--- src/rtl/instruction_decoder_pkg.sv ---
// -----------------------------------------------------------------------------
// instruction_decoder_pkg
// Shared definitions for the instruction decoder slice: instruction field bit
// positions, FUNTYPE codes, memory-class FUNCODE codes and register-file
// geometry. Imported by register_file and instruction_decoder.
// -----------------------------------------------------------------------------
package instruction_decoder_pkg;

  // Register-file geometry
  localparam int REG_COUNT = 16;
  localparam int IDX_W     = 4;
  localparam int INSTR_W   = 32;

  // Instruction field positions
  localparam int FUNTYPE_HI = 31;
  localparam int FUNTYPE_LO = 30;
  localparam int FUNCODE_HI = 29;
  localparam int FUNCODE_LO = 28;
  localparam int RD_HI      = 27;
  localparam int RD_LO      = 24;
  localparam int RN_HI      = 23;
  localparam int RN_LO      = 20;
  localparam int RM_HI      = 19;
  localparam int RM_LO      = 16;
  localparam int IMM16_HI   = 15;
  localparam int IMM16_LO   = 0;
  localparam int IMM24_HI   = 23;
  localparam int IMM24_LO   = 0;

  // Instruction class
  typedef enum logic [1:0] {
    FT_ALU_REG = 2'b00,
    FT_ALU_IMM = 2'b01,
    FT_MEM     = 2'b10,
    FT_BRANCH  = 2'b11
  } funtype_e;

  // Operation within the memory/cache class
  typedef enum logic [1:0] {
    FC_MEM_RD   = 2'b00,
    FC_MEM_WR   = 2'b01,
    FC_CACHE_WR = 2'b10,
    FC_CACHE_SH = 2'b11
  } mem_funcode_e;

endpackage

--- src/rtl/instruction_decoder_register_file.sv ---
// -----------------------------------------------------------------------------
// register_file
// 16 x N general-purpose registers, three combinational read ports and one
// synchronous write port. A read whose index matches the write index while
// we=1 returns wr_data in the same cycle (write-through bypass), including
// while rst is asserted.
//
// Ports
//   clk                    rising-edge clock
//   rst                    synchronous active-high reset, clears all registers
//   we, wr_idx, wr_data    write port
//   rd_idx_a/b/c           read indices
//   rd_data_a/b/c          read data (bypassed)
// -----------------------------------------------------------------------------
module register_file
  import instruction_decoder_pkg::*;
#(
  parameter int N = 32
) (
  input  logic             clk,
  input  logic             rst,
  input  logic             we,
  input  logic [IDX_W-1:0] wr_idx,
  input  logic [N-1:0]     wr_data,
  input  logic [IDX_W-1:0] rd_idx_a,
  input  logic [IDX_W-1:0] rd_idx_b,
  input  logic [IDX_W-1:0] rd_idx_c,
  output logic [N-1:0]     rd_data_a,
  output logic [N-1:0]     rd_data_b,
  output logic [N-1:0]     rd_data_c
);

  logic [N-1:0] regs [REG_COUNT];

  // NOTE: clearing a memory array on reset forces it into flops instead of a
  // RAM macro; here it is intentional because every register must read 0
  // after reset.
  // NOTE: sequential state uses non-blocking assignments so every register
  // samples pre-edge values regardless of statement order.
  always_ff @(posedge clk) begin
    if (rst) begin
      for (int i = 0; i < REG_COUNT; i++) begin
        regs[i] <= '0;
      end
    end else if (we) begin
      regs[wr_idx] <= wr_data;
    end
  end

  // Bypass stays live during reset: only the array update is suppressed.
  assign rd_data_a = (we && (rd_idx_a == wr_idx)) ? wr_data : regs[rd_idx_a];
  assign rd_data_b = (we && (rd_idx_b == wr_idx)) ? wr_data : regs[rd_idx_b];
  assign rd_data_c = (we && (rd_idx_c == wr_idx)) ? wr_data : regs[rd_idx_c];

endmodule

--- src/rtl/instruction_decoder.sv ---
// -----------------------------------------------------------------------------
// instruction_decoder
// Zero-latency decode stage: splits the instruction word into fields, reads
// the register file (RN, RM, RD) and produces ALU/address operands, store
// data and control strobes.
//
// Ports
//   clk, rst                     clock and synchronous active-high reset
//   instruction                  32-bit instruction word
//   WBd, RDwb, WE                register write-back (data, index, enable)
//   PCi                          PC of the current instruction
//   OPA, OPB                     operands
//   STR_DATA                     R[RD] (store / compare data)
//   PCo                          PCi passed through
//   RKo                          R[RM] unconditionally
//   RDo, FUNTYPE, FUNCODE        raw instruction fields
//   selWB .. selBRANCH           control strobes
// -----------------------------------------------------------------------------
module instruction_decoder
  import instruction_decoder_pkg::*;
#(
  parameter int N = 32
) (
  input  logic               clk,
  input  logic               rst,
  input  logic [INSTR_W-1:0] instruction,
  input  logic [N-1:0]       WBd,
  input  logic [N-1:0]       PCi,
  input  logic [IDX_W-1:0]   RDwb,
  input  logic               WE,
  output logic [N-1:0]       OPA,
  output logic [N-1:0]       OPB,
  output logic [N-1:0]       STR_DATA,
  output logic [N-1:0]       PCo,
  output logic [N-1:0]       RKo,
  output logic [IDX_W-1:0]   RDo,
  output logic [1:0]         FUNTYPE,
  output logic [1:0]         FUNCODE,
  output logic               selWB,
  output logic               selMEMRD,
  output logic               selMEMWR,
  output logic               selCACHEWR,
  output logic               selCACHESH,
  output logic               selBRANCH
);

  logic [IDX_W-1:0] rn_idx;
  logic [IDX_W-1:0] rm_idx;
  logic [IDX_W-1:0] rd_idx;
  logic [15:0]      imm16;
  logic [23:0]      imm24;
  logic [N-1:0]     imm16_sext;
  logic [N-1:0]     imm24_sext;
  logic [N-1:0]     rn_data;
  logic [N-1:0]     rm_data;
  logic [N-1:0]     rd_data;
  funtype_e         ftype;
  mem_funcode_e     mcode;

  assign rd_idx = instruction[RD_HI:RD_LO];
  assign rn_idx = instruction[RN_HI:RN_LO];
  assign rm_idx = instruction[RM_HI:RM_LO];
  assign imm16  = instruction[IMM16_HI:IMM16_LO];
  assign imm24  = instruction[IMM24_HI:IMM24_LO];
  assign ftype  = funtype_e'(instruction[FUNTYPE_HI:FUNTYPE_LO]);
  assign mcode  = mem_funcode_e'(instruction[FUNCODE_HI:FUNCODE_LO]);

  assign imm16_sext = {{(N-16){imm16[15]}}, imm16};
  assign imm24_sext = {{(N-24){imm24[23]}}, imm24};

  register_file #(.N(N)) u_regfile (
    .clk       (clk),
    .rst       (rst),
    .we        (WE),
    .wr_idx    (RDwb),
    .wr_data   (WBd),
    .rd_idx_a  (rn_idx),
    .rd_idx_b  (rm_idx),
    .rd_idx_c  (rd_idx),
    .rd_data_a (rn_data),
    .rd_data_b (rm_data),
    .rd_data_c (rd_data)
  );

  assign STR_DATA = rd_data;
  assign RKo      = rm_data;
  assign PCo      = PCi;
  assign RDo      = rd_idx;
  assign FUNTYPE  = instruction[FUNTYPE_HI:FUNTYPE_LO];
  assign FUNCODE  = instruction[FUNCODE_HI:FUNCODE_LO];

  // NOTE: every output of this block gets a default before the case so no
  // path leaves it unassigned, which would otherwise infer a latch.
  always_comb begin
    OPA        = rn_data;
    OPB        = imm16_sext;
    selWB      = 1'b0;
    selMEMRD   = 1'b0;
    selMEMWR   = 1'b0;
    selCACHEWR = 1'b0;
    selCACHESH = 1'b0;
    selBRANCH  = 1'b0;
    unique case (ftype)
      FT_ALU_REG: begin
        OPB   = rm_data;
        selWB = 1'b1;
      end
      FT_ALU_IMM: begin
        selWB = 1'b1;
      end
      FT_MEM: begin
        unique case (mcode)
          FC_MEM_RD: begin
            // Loads write the fetched word back, hence selWB alongside.
            selWB    = 1'b1;
            selMEMRD = 1'b1;
          end
          FC_MEM_WR:   selMEMWR   = 1'b1;
          FC_CACHE_WR: selCACHEWR = 1'b1;
          FC_CACHE_SH: selCACHESH = 1'b1;
        endcase
      end
      FT_BRANCH: begin
        OPA       = PCi;
        OPB       = imm24_sext;
        selBRANCH = 1'b1;
      end
    endcase
  end

endmodule

--- config.mk ---
export PLATFORM = sky130hd
export DESIGN_NAME = instruction_decoder
export DESIGN_NICKNAME = d
export VERILOG_FILES = /design/src/rtl/instruction_decoder_pkg.sv /design/src/rtl/instruction_decoder_register_file.sv /design/src/rtl/instruction_decoder.sv
export SDC_FILE = /design/constraint.sdc
export NUM_CORES = 1
export LEC_CHECK = 0
export CORE_MARGIN = 4
export CORE_UTILIZATION = 55
export CTS_CLUSTER_DIAMETER = 150
export CTS_CLUSTER_SIZE = 16
export DETAILED_ROUTE_END_ITERATION = 6
export GPL_TIMING_DRIVEN = 0
export PLACE_DENSITY = 0.87
export SYNTH_ARGS = -nofsm -noshare
export SYNTH_HDL_FRONTEND = slang
export SYNTH_HIERARCHICAL = 1
export SYNTH_SLANG_ARGS = --single-unit
--- constraint.sdc ---
create_clock -name clk -period 6.5 [get_ports clk]
set_input_delay 0.975 -clock clk [delete_from_list [all_inputs] [get_ports clk]]
set_output_delay 0.975 -clock clk [all_outputs]
set_load 0.03 [all_outputs]
## After elaboration in Yosys (flattened, before gate mapping)

Memories as Yosys holds them, arrays and structs flattened.
Cells that the tools add are included.

| word-level totals | value |
|---|---|
| bits in writable memories | 512 |
| register bits after elaboration | 0 |
| memories | 1 |
| output and inout bits | 174 |
| word-level logic and storage cells | 40 |
| bits in latches | 0 |
| ROM bits | 0 |
| input port bits | 103 |

Memory list:

| memory | depth | bits a word | rd ports | clocked after Yosys merged registers in | write ports | RTL line | source |
|---|---|---|---|---|---|---|---|
| u_regfile.regs | 16 | 32 | 3 | 0 | 16 | instruction_decoder_register_file.sv:33 | `logic [N-1:0] regs [REG_COUNT];` |

| cells by class | value |
|---|---|
| $lt $le $gt $ge | 0 |
| equal/unequal tests | 9 |
| add/subtract/negate cells | 0 |
| shift-type cells | 0 |
| bitwise gates (word level) | 0 |
| multiply operators | 0 |
| reduce and logical (&&, ||, !) cells | 7 |
| divide/modulo/power cells | 0 |
| muxes and demuxes | 23 |

Operators with widths:

| kind | count |
|---|---|
| two-way mux 32 bit | 5 |
| one-hot mux 32 bit (2 select lines) | 1 |
| OR reduction 32 bit | 1 |
| two-way mux 1 bit | 15 |
| == test 4 bit | 3 |
| == test 2 bit (second input constant) | 4 |
| == test 2 x 1 -> 1 bit (second input constant) | 2 |
| zero test 2 bit | 2 |
| two-way mux 4 bit | 1 |
| logical AND 1 bit | 3 |
| one-hot mux 1 bit (2 select lines) | 1 |
| OR reduction 2 bit | 1 |

## Depth between registers and ports, before layout

| depth | value |
|---|---|
| depth after elaboration | 5 |
| depth in mapped cells | 9 |
| mapped depth without buffers | 6 |

## By module

Netlist, hierarchy kept.

By module, submodules not included:

| module | area each (µm²) | times used | cells each | sequential area each (µm²) |
|---|---|---|---|---|
| register_file | 31490.2 | 1 | 2080 | 15374.7 |
| instruction_decoder | 1207.4 | 1 | 152 | 0.0 |

## Worst setup path after synthesis

OpenSTA, ideal clock, no wires.

| timing path | value |
|---|---|
| path kind | input -> output |
| start | input port instruction[16] |
| end | output port OPB[16] |
| required time | 5525 ps |
| arrival | 3027 ps |
| buffers on the path | 2 |
| setup slack | 2498 ps |
| cell stages on the path | 8 |
| cell sequence | buf_2 -> buf_2 -> mux4_2 -> a22oi_1 -> nand2_1 -> mux2_2 -> a221oi_1 -> nor2_1 |

| on the way | value |
|---|---|
| cells in the longest elaborated chain, start to end | 4 |
| elaborated cells on any way between the ends | 5 |
| those cells by class | eq/ne: 1; mux: 2; reduce/logical: 1; memory: 1 |

RTL lines:

| element | RTL line | source |
|---|---|---|
| start: declaration | instruction_decoder.sv:26 | `input logic [INSTR_W-1:0] instruction,` |
| branches (longest 2 deep; another with memory (16 x 32 bit)) | - |  |
| two-way mux 32 bit * | instruction_decoder_register_file.sv:52 | `assign rd_data_b = (we && (rd_idx_b == wr_idx)) ? wr_data : regs[rd_idx_b];` |
| named net RKo[16] | instruction_decoder.sv:35 | `output logic [N-1:0] RKo,` |
| one-hot mux 32 bit (2 select lines) * | instruction_decoder.sv:103 | `unique case (ftype)` |
| end: declaration | instruction_decoder.sv:32 | `output logic [N-1:0] OPB,` |

Mark *: on every way through the listed nets, which the timed path passes.

## Final worst setup path

| timing path | value |
|---|---|
| start | input port instruction[19] |
| end | output port OPB[23] |

| on the way | value |
|---|---|
| cells in the longest elaborated chain, start to end | 4 |
| elaborated cells on any way between the ends | 5 |
| those cells by class | eq/ne: 1; mux: 2; reduce/logical: 1; memory: 1 |

RTL lines:

| element | RTL line |
|---|---|
| branches (longest 2 deep; another with memory (16 x 32 bit)) | - |
| two-way mux 32 bit * | instruction_decoder_register_file.sv:52 |
| one-hot mux 32 bit (2 select lines) * | instruction_decoder.sv:103 |

Every way passes the cells marked *.

==> impl_results.md <==
- Initial DRC Count: 4,799
- Clock share of power: 0.259
- Post-synthesis sequential area ratio: 0.4702
- Family with the most delay on the worst path: buffers and inverters
- Top Registers: u_regfile/regs (512)
- CTS H-Tree Depth: 2
- HP Start: RDwb[3]
- Die width: 251.8 µm
- Reg clk slew, reported paths: 0.07 ns
- CTS Buf Count: 37
- Share of layout cells above drive strength 1: 0.2650
- Post-DP Area: 36,380 µm²
- Worst Hold Path EP: u_regfile/regs[8][0]
- Clk buf depth: 3
- DR vias: 24.69k
- GRT Overall Usage: 0.3663
- DRC Markers: 33
- ANT nets after route: 0
- FF+latch count, synth: 512
- Final nets: 2,650
- Violations in the final reports: DRC
- Critical Path RT: 5.52 ns
- Initial antenna violation count: 8
- Total length of routed wires: 118,700 µm
- Syn_nets: 2,340
- Syn-to-layout area delta: 14.13%
- Worst VDD drop: 0.1786 mV
- Netlist cell types: 34
- Crit-path max FO: 10
- Fraction of power consumed by combinational cells: 0.253
- Slew HR: 0.01422
- IO Port Bufs: 271
- Drt first pass iters: 7
- RSZ-0062 raised after global routing: false
- Largest Register: u_regfile/regs
- RD Place Congestion: 0.9862
- Power per cell area: 218.1 nW/µm²
- Total of fill cells in the finished design: 4,069
- Root Buffer Master: clkbuf_16
- Min cycle time layout: 6.051 ns
- Largest register FFs: 512
- Post CTS Setup Buffer Count: 0
- Top FF cell, synth: edfxtp_1
- Synth Warn #: 6
- Mapped Avg Cell Area: 14.65 µm²
- Post-synthesis cell area: 32,700 µm²
- Core area: 58,910 µm²
- Hold buffer count at cts: 0
- Die height: 251.8 µm
- Outcome: complete, but fails checks
- Largest net degree at the start of global routing: 33
- Leakage: 12.71 nW
- Initial core utilization: 0.5551
- Int Pwr: 5.754 mW
- Gate Count Post-Synth: 2,232
- Most frequent cells in the layout: and2_1 (513), edfxtp_1 (512), mux4_2 (386)
- Critical path data arrival time: 5.08 ns
- Max cap viols: 0
- Post-DR wirelength/cell: 35.76 µm
- CP bufs+invs: 3
- Die footprint: 63,420 µm²
- First-pass GRT wire length: 166,300 µm
- Fin area: 37,320 µm²
- CTS Sinks: 512
- Hold Path Depth: 4
- Slew @ Worst Pin: 1.479 ns
- Startpoint types: input port
- TritonCTS clock tree: built
- Final Hold Viols: 0
- Final setup fails: 0
- Fmax: 0.1653 GHz
- Crit path cell chain: clkdlybuf4s50_1, nor2b_1, clkbuf_1, a22oi_1, nand2_1, mux2_2, nand2_1, a21oi_1, clkdlybuf4s50_1
- Slowest CP cell: clkbuf_1
- Number of vias per cell: 7.438
- # rows: 89
- Setup CP Type: in -> out
- Tcrit/Tclk final: 0.9310
- Number of synthesized flops with an enable pin: 512
- Slew Limit Fails: 0
- Hpwl dp: 77,660 µm
- CTS resizes: 0
- Post-synth ARST share: 0
- Vias in the first global route: 25.32k
- Commonest non-fill, non-tap cell in the layout: and2_1
- Switching power: 2.383 mW
- Setup TNS: 0 ns
- Crit end category: output pin
- # IOs: 277
- HP Class: in -> reg
- Overflow after GRT: 0
- Slowest stage delay, CP: 0.94 ns
- Sw Ratio: 0.2929
- Reg power frac: 0.488
==> worst min-delay path, cell delays in order <==
cell and delay (ns):
clkbuf_1 0.21, nand2_1 0.19, nor3_1 0.13, and2_1 0.18
==> layout make-up <==
class,instances,area (µm²),share of cell area
Multi-Input combinational cell,1441,15980,0.4281
Sequential cell,512,15370,0.4120
Timing Repair Buffer,271,2713,0.07269
Buffer,276,1334,0.03574
Tap cell,773,967.2,0.02592
Clock buffer,37,925.9,0.02481
Antenna cell,6,15.01,0.0004023
Inverter,3,11.26,0.0003018
==> power by group through the flow <==
stage | combinational (mW) | clock, mW | sequential (mW)
floorplan | 1.26 | 0 | 3.97
global placement | 1.96 | 0 | 3.99
detailed placement | 2.00 | 0 | 4.03
CTS | 2.01 | 2.10 | 3.96
global route | 2.11 | 2.23 | 3.99
finish | 2.06 | 2.11 | 3.97
==> worst max-delay path by stage <==
| stage | cells past startpoint | endpoint | slack (ns) | from |
|---|---|---|---|---|
| after floorplan | 8 | OPB[16] | 2.50 | instruction[16] |
| after global placement | 10 | OPA[31] | 0.80 | instruction[21] |
| after detailed placement | 11 | OPB[20] | 0.68 | instruction[17] |
| after CTS | 11 | OPB[20] | 0.66 | instruction[17] |
| after global routing | 11 | OPB[16] | 0.45 | instruction[17] |
| final | 9 | OPB[23] | 0.45 | instruction[19] |
==> per-stage QoR <==
step	hold WS, ns	setup slack, ns	utilization	cells	total power, mW
floorplan	1.173	2.498	-	2232	5.235
global placement	1.803	0.8019	0.6175	3276	5.956
detailed placement	1.814	0.6763	0.6175	3276	6.027
CTS	1.209	0.6577	0.6332	3313	8.066
global route	1.278	0.4534	0.6333	3314	8.323
finish	1.269	0.4487	0.6335	3319	8.138
==> layer usage <==
layer,GRT usage,vias to the layer above,share of wire
met5,0,-,0.00098
met4,0.2155,6,0.077
met3,0.1668,675,0.18
met2,0.5572,2751,0.44
met1,0.4328,11910,0.30
li1,-,9345,-
==> cell usage after synthesis, types with 2 or more instances <==
cell type | number | area share
a22o_1 | 16 | 0.0043
buf_1 | 12 | 0.0014
xor2_1 | 9 | 0.0024
a22oi_1 | 188 | 0.043
inv_1 | 3 | 0.00034
mux2_2 | 121 | 0.042
xnor2_1 | 3 | 0.00080
a221oi_1 | 7 | 0.0019
buf_6 | 7 | 0.0024
clkbuf_1 | 155 | 0.018
and2_0 | 2 | 0.00038
and2_1 | 513 | 0.098
buf_4 | 47 | 0.011
nor2b_1 | 8 | 0.0015
mux2_1 | 7 | 0.0024
a21oi_1 | 9 | 0.0014
nor2_1 | 23 | 0.0026
or2_2 | 16 | 0.0031
nand2_1 | 109 | 0.013
edfxtp_1 | 512 | 0.47
buf_2 | 55 | 0.0084
nand2b_1 | 3 | 0.00057
nor4_2 | 3 | 0.0011
nor3b_1 | 2 | 0.00046
ha_1 | 5 | 0.0019
mux4_2 | 386 | 0.27
nor3_1 | 4 | 0.00061
==> cell families (layout without fill, tap and decap cells) <==
group / count (synthesis) / count (layout) / share of synthesized area
flip-flops: 512 / 512 / 0.4702
other: 0 / 6 / 0
adder cells (fa/ha/maj): 5 / 5 / 0.001913
AND/OR/NAND/NOR: 688 / 688 / 0.1223
buffers and inverters: 279 / 587 / 0.04114
multiplexers: 514 / 514 / 0.3100
AO/OA/AOI/OAI: 222 / 222 / 0.05124
XOR/XNOR: 12 / 12 / 0.003215
Power figures use the tool's default switching activity.
